[src/rtl/vespa_interrupt_ctrl.sv]
// vespa_interrupt_ctrl: interrupt controller for the VeSPA CPU.
// Arbitrates request lines by fixed priority (index 0 highest). It redirects the
// pipeline to a vector with a one-cycle flush/PC-load/interrupt pulse, saves the
// return PC, and reloads that PC when RETI reaches execute.
// Build option: define VESPA_INTC_EDGE_EN for rising-edge, sticky pending bits.
// The default build is level mode, where pending is the registered request lines.
module vespa_interrupt_ctrl #(
    parameter int                   NUM_IRQ       = 4,
    parameter int                   BUS_WIDTH     = 32,
    parameter logic [BUS_WIDTH-1:0] VECTOR_BASE   = 32'h0000_0100,
    parameter int                   VECTOR_STRIDE = 4
) (
    input  logic                 i_Clk,
    input  logic                 i_Rst,
    input  logic [NUM_IRQ-1:0]   i_IrqReq,
    input  logic [NUM_IRQ-1:0]   i_IrqMask,
    input  logic                 i_GlobalEn,
    input  logic                 i_Stall,
    input  logic                 i_ExeValid,
    input  logic [BUS_WIDTH-1:0] i_ExePc,
    input  logic                 i_RetiExe,
    output logic                 o_InterruptSignal,
    output logic                 o_Flush,
    output logic                 o_PcLoad,
    output logic [BUS_WIDTH-1:0] o_TargetPc,
    output logic [BUS_WIDTH-1:0] o_ReturnPc,
    output logic                 o_InService,
    output logic [2:0]           o_ActiveId,
    output logic [NUM_IRQ-1:0]   o_Pending
);

    typedef enum logic [1:0] {
        IDLE    = 2'd0,
        TAKE    = 2'd1,
        SERVICE = 2'd2,
        RETURN  = 2'd3
    } state_t;

    state_t               state;
    state_t               stateNext;
    logic [NUM_IRQ-1:0]   eligible;
    logic [2:0]           winId;
    logic                 takeEdge;
    logic [BUS_WIDTH-1:0] vectorPc;

    // Priority pick over the enabled pending lines and the take decision.
    always_comb begin
        // NOTE: every combinational output gets a default before any branch, so no latch is inferred.
        eligible = o_Pending & i_IrqMask;
        winId    = '0;
        for (int i = NUM_IRQ - 1; i >= 0; i--) begin
            if (eligible[i]) begin
                winId = 3'(i);
            end
        end
        takeEdge = (state == IDLE) && (|eligible) && i_GlobalEn && !i_Stall && i_ExeValid;
        vectorPc = VECTOR_BASE + BUS_WIDTH'(VECTOR_STRIDE) * BUS_WIDTH'(winId);
    end

    // Next-state logic; handlers do not nest, so a take only starts from IDLE.
    always_comb begin
        stateNext = state;
        case (state)
            IDLE:    if (takeEdge)  stateNext = TAKE;
            TAKE:                   stateNext = SERVICE;
            SERVICE: if (i_RetiExe) stateNext = RETURN;
            RETURN:                 stateNext = IDLE;
            default:                stateNext = IDLE;
        endcase
    end

    // State register plus outputs registered from the next state (no input-to-output path).
    always_ff @(posedge i_Clk) begin
        if (i_Rst) begin
            state             <= IDLE;
            o_InterruptSignal <= 1'b0;
            o_Flush           <= 1'b0;
            o_PcLoad          <= 1'b0;
            o_InService       <= 1'b0;
            o_TargetPc        <= '0;
            o_ReturnPc        <= '0;
            o_ActiveId        <= '0;
        end else begin
            // NOTE: sequential state is updated with non-blocking assignments so every flop samples pre-edge values.
            state             <= stateNext;
            o_InterruptSignal <= (stateNext == TAKE);
            o_Flush           <= (stateNext == TAKE) || (stateNext == RETURN);
            o_PcLoad          <= (stateNext == TAKE) || (stateNext == RETURN);
            o_InService       <= (stateNext == SERVICE);
            if (takeEdge) begin
                o_ReturnPc <= i_ExePc;
                o_ActiveId <= winId;
                o_TargetPc <= vectorPc;
            end else if (state == SERVICE && i_RetiExe) begin
                o_TargetPc <= o_ReturnPc;
            end
        end
    end

`ifdef VESPA_INTC_EDGE_EN
    logic [NUM_IRQ-1:0] irqPrev;
    logic [NUM_IRQ-1:0] takeClear;

    assign takeClear = takeEdge ? (NUM_IRQ'(1) << winId) : '0;

    // Sticky rising-edge capture; a fresh edge in the clearing cycle wins over the clear.
    always_ff @(posedge i_Clk) begin
        if (i_Rst) begin
            irqPrev   <= '0;
            o_Pending <= '0;
        end else begin
            irqPrev   <= i_IrqReq;
            o_Pending <= (o_Pending & ~takeClear) | (i_IrqReq & ~irqPrev);
        end
    end
`else
    // Level mode: pending mirrors the registered request lines.
    always_ff @(posedge i_Clk) begin
        if (i_Rst) begin
            o_Pending <= '0;
        end else begin
            o_Pending <= i_IrqReq;
        end
    end
`endif

endmodule
[config.mk]
export PLATFORM = sky130hd
export DESIGN_NAME = vespa_interrupt_ctrl
export DESIGN_NICKNAME = d
export VERILOG_FILES = /design/src/rtl/vespa_interrupt_ctrl.sv
export SDC_FILE = /design/constraint.sdc
export NUM_CORES = 1
export LEC_CHECK = 0
export CORE_MARGIN = 8
export CORE_UTILIZATION = 45
export DETAILED_ROUTE_END_ITERATION = 8
export PLACE_DENSITY_LB_ADDON = 0.2
export SLEW_MARGIN = 25
export SYNTH_ARGS = -nofsm -noshare
export SYNTH_HDL_FRONTEND = slang
export SYNTH_SLANG_ARGS = --single-unit
[constraint.sdc]
create_clock -name i_Clk -period 3.1 [get_ports i_Clk]
set_input_delay 0.62 -clock i_Clk [delete_from_list [all_inputs] [get_ports i_Clk]]
set_output_delay 0.62 -clock i_Clk [all_outputs]
set_load 0.02 [all_outputs]
==> flow_metrics.py <==
metrics = {
    "power": {
        "power_leakage_uw": 0.001393,
        "cellPowerDensity_nw_per_um2": 521.1,
        "total_power_uw": 2154,
        "vdd_drop_max_uv": 303.3,
    },
    "logic_synthesis": {
        "synth_xor_area_share_pct": 0,
        "syn_area_sq_um": 2730,
        "ys_seq_area_share_pct": 55.00,
        "synth_ff_type": "dfxtp_1",
        "synth_fp_nets": 375,
        "yosys.area_share.simple_pct": 20.71,
        "synth_edf_count": 0,
        "synth_top_family_by_area": "simple AND/OR/NAND/NOR gates",
        "synth_top_cell_area_share_pct": 55.00,
        "yosys.cell_types.count": 27,
        "synthesis.instances": 326,
        "synth-seq-cells": 75,
        "muxShareOfSynthArea_pct": 0.7333,
        "yosys_warnings": 0,
        "synthArstFlopShare_pct": 0,
        "yosys.area.top_type": "dfxtp_1",
        "synth_area_leaders": "dfxtp_1 55%, nand2_1 18%, a21oi_1 10%",
        "synth_compound_area_share_pct": 16.96,
        "syn_area_per_cell_sq_um": 8.375,
        "synth_adder_area_share_pct": 1.375,
    },
    "final_layout": {
        "finalNonFillerCells": 519,
        "drive_gt1_share_pct": 8.108,
        "area_growth_pct": 51.42,
        "antenna_cells": 0,
        "fin_area_sq_um": 4134,
        "finalNetCount": 488,
        "final_common_cell": "nand2_1",
        "layout_common_cells": "130 x nand2_1, 118 x clkdlybuf4s50_1, 75 x dfxtp_1",
    },
    "clocking": {
        "cts_root_buf": "clkbuf_8",
        "clock_latency_ps": 330,
        "clkTransAtPathRegs_ps": 80,
        "cts_tree": "yes",
        "clk_path_buf_depth": 2,
        "cts_buffers": 9,
        "cts-resized-gates": 0,
        "clock_sinks": 75,
        "h-tree-depth": 3,
        "post_cts_buffers": 0,
        "cts_hold_buffers": 0,
    },
    "sta": {
        "worst_pin_slew_ps": 538.9,
        "finalSetupViolCount": 0,
        "max_slew_margin_pct": 63.99,
        "min_period_ps": 2203,
        "final_hold_viol_count": 0,
        "slew_violations": 0,
        "grt_setup_unrepaired": "false",
        "max_freq_mhz": 453.9,
        "finClkSkew_ps": 7.407,
        "final.setup.tns_ps": 0,
        "period_share_pct": 71.06,
    },
    "die": {
        "die_w_um": 93.89,
        "core-area_sq_um": 5886,
        "die_h_um": 93.89,
        "ios": 121,
        "fp-row-count": 28,
        "die-area_sq_um": 8815,
        "start_util_pct": 46.39,
    },
    "worst_setup_path": {
        "rr_startpoint": "state[0]",
        "critPathMaxFanout": 14,
        "worstPathRequired_ps": 3360,
        "crit_arrival_ps": 2460,
        "max_stage_delay_ps": 500,
        "rrSetupSlack_ps": 1060,
        "r2r_cells": 7,
        "r2r_end": "o_ReturnPc[13]",
        "crit_buf_inv": 2,
        "end_kind": "register",
        "critPathLaunchType": "input pin",
        "crit_family": "buffers and inverters",
        "critical_path_class": "input pin to register",
        "cpMaxStageDelayCell": "o21a_1",
        "worstPathCellList": "clkdlybuf4s50_1, and4b_1, o21a_1, buf_4, nand2_1, a21oi_1",
    },
    "detailed_routing": {
        "num_vias": 2569,
        "dr.pass1.iters": 4,
        "ant_nets": 0,
        "drc_errors": 0,
        "dr.first_iter.drc_count": 92,
        "finalWirelength_mm": 7.976,
        "avgViaCountPerCell": 4.950,
        "wire_per_inst_um": 15.37,
    },
    "placed_design": {
        "place_area_sq_um": 3931,
        "io_buffer_count": 119,
        "hpwl_mm": 5.695,
        "place.gp.congestion": 0.7820,
        "dp.cells": 503,
    },
    "grt": {
        "grt_pass1_vias": 2551,
        "grt_start_max_net_pins": 36,
        "grt_pass1_wl_mm": 12.43,
        "antenna_found_initial": 0,
        "grt_use_total_pct": 17.97,
        "grt_overflow_total": 0,
    },
    "run": {
        "drv_cap": 0,
    },
    "worst_hold_path": {
        "hp-class": "register to register",
        "hold_start": "o_TargetPc[24]",
        "min_to": "o_TargetPc[24]",
        "hold_depth": 2,
    },
    "outcome": {
        "status": "completed",
    },
}
[routing by layer]
metal  global-route usage (%)  up-vias  part of all wire (%)  wire, um
li1                         -     1283                     -         -
met1                    19.02     1185                    40      3193
met2                    32.21       90                    51      4095
met3                    4.956       11                   6.8       541
met4                    8.322        0                   1.8       146
met5                        0        -                     0         0
[cells in the mapped netlist, types with 2 or more instances]
master,number
buf_2,6
a221oi_1,2
buf_6,2
and2_1,2
clkbuf_1,11
buf_4,5
nand2_1,130
a22o_1,2
inv_1,2
a211oi_1,2
mux2i_1,2
nor2b_1,6
a21oi_1,55
ha_1,3
dfxtp_1,75
a21oi_2,10
[worst reg2reg max path, delay by kind of cell, from the launching register on]
kind / cells / cell delay (ps)
AO/OA/AOI/OAI: 2 / 640
adder cells (fa/ha/maj): 1 / 170
buffers and inverters: 2 / 390
flip-flops: 1 / 320
AND/OR/NAND/NOR: 2 / 450
[sequential cells by signal, indices dropped and copies added, names as in the netlist]
register	cells
o_TargetPc	32
o_InterruptSignal	1
state	2
o_InService	1
o_PcLoad	1
o_Pending	4
o_ActiveId	2
o_ReturnPc	32
[layout make-up]
class / instances / area [sq um]
inverter: 2 / 7.507
clock buffer: 10 / 137.6
sequential: 75 / 1501
tap: 75 / 93.84
multi-input combinational: 225 / 1090
timing repair buffer: 126 / 1239
clock inverter: 6 / 65.06
fill: 489 / 1752
[worst max path at each step]
stage / startpoint / end / cells after the start
final: i_GlobalEn / o_ReturnPc[13] / 6
after global placement: i_GlobalEn / o_ActiveId[0] / 6
after detailed placement: i_GlobalEn / o_ReturnPc[13] / 6
after floorplan: i_Stall / o_ReturnPc[10] / 7
after CTS: i_GlobalEn / o_ReturnPc[16] / 6
after global routing: i_GlobalEn / o_ReturnPc[16] / 6
[stage by stage]
step	hold slack, ps	utilization, %	setup WS (ps)
after floorplan	529.0	-	1474
after detailed placement	445.1	66.79	563.6
final	456.1	70.24	897.1
after CTS	456.0	70.24	896.1
after global placement	441.7	66.79	629.0
after global routing	475.8	70.24	731.4
[where the power goes]
part | switching (uW) | internal (uW) | total [uW]
Sequential | 23.3 | 1000 | 1030
Combinational | 208 | 168 | 377
Clock | 358 | 392 | 749
Total | 589 | 1570 | 2150
[logic make-up after synthesis]
logic type                 after synthesis
adders and majority gates                3
muxes                                    2
and+or+nand+nor                        142
DFF                                     75
other                                    1
buffers and inverters                   26
AOI/OAI and AO/OA                       77
Power figures use the tool's default switching activity.
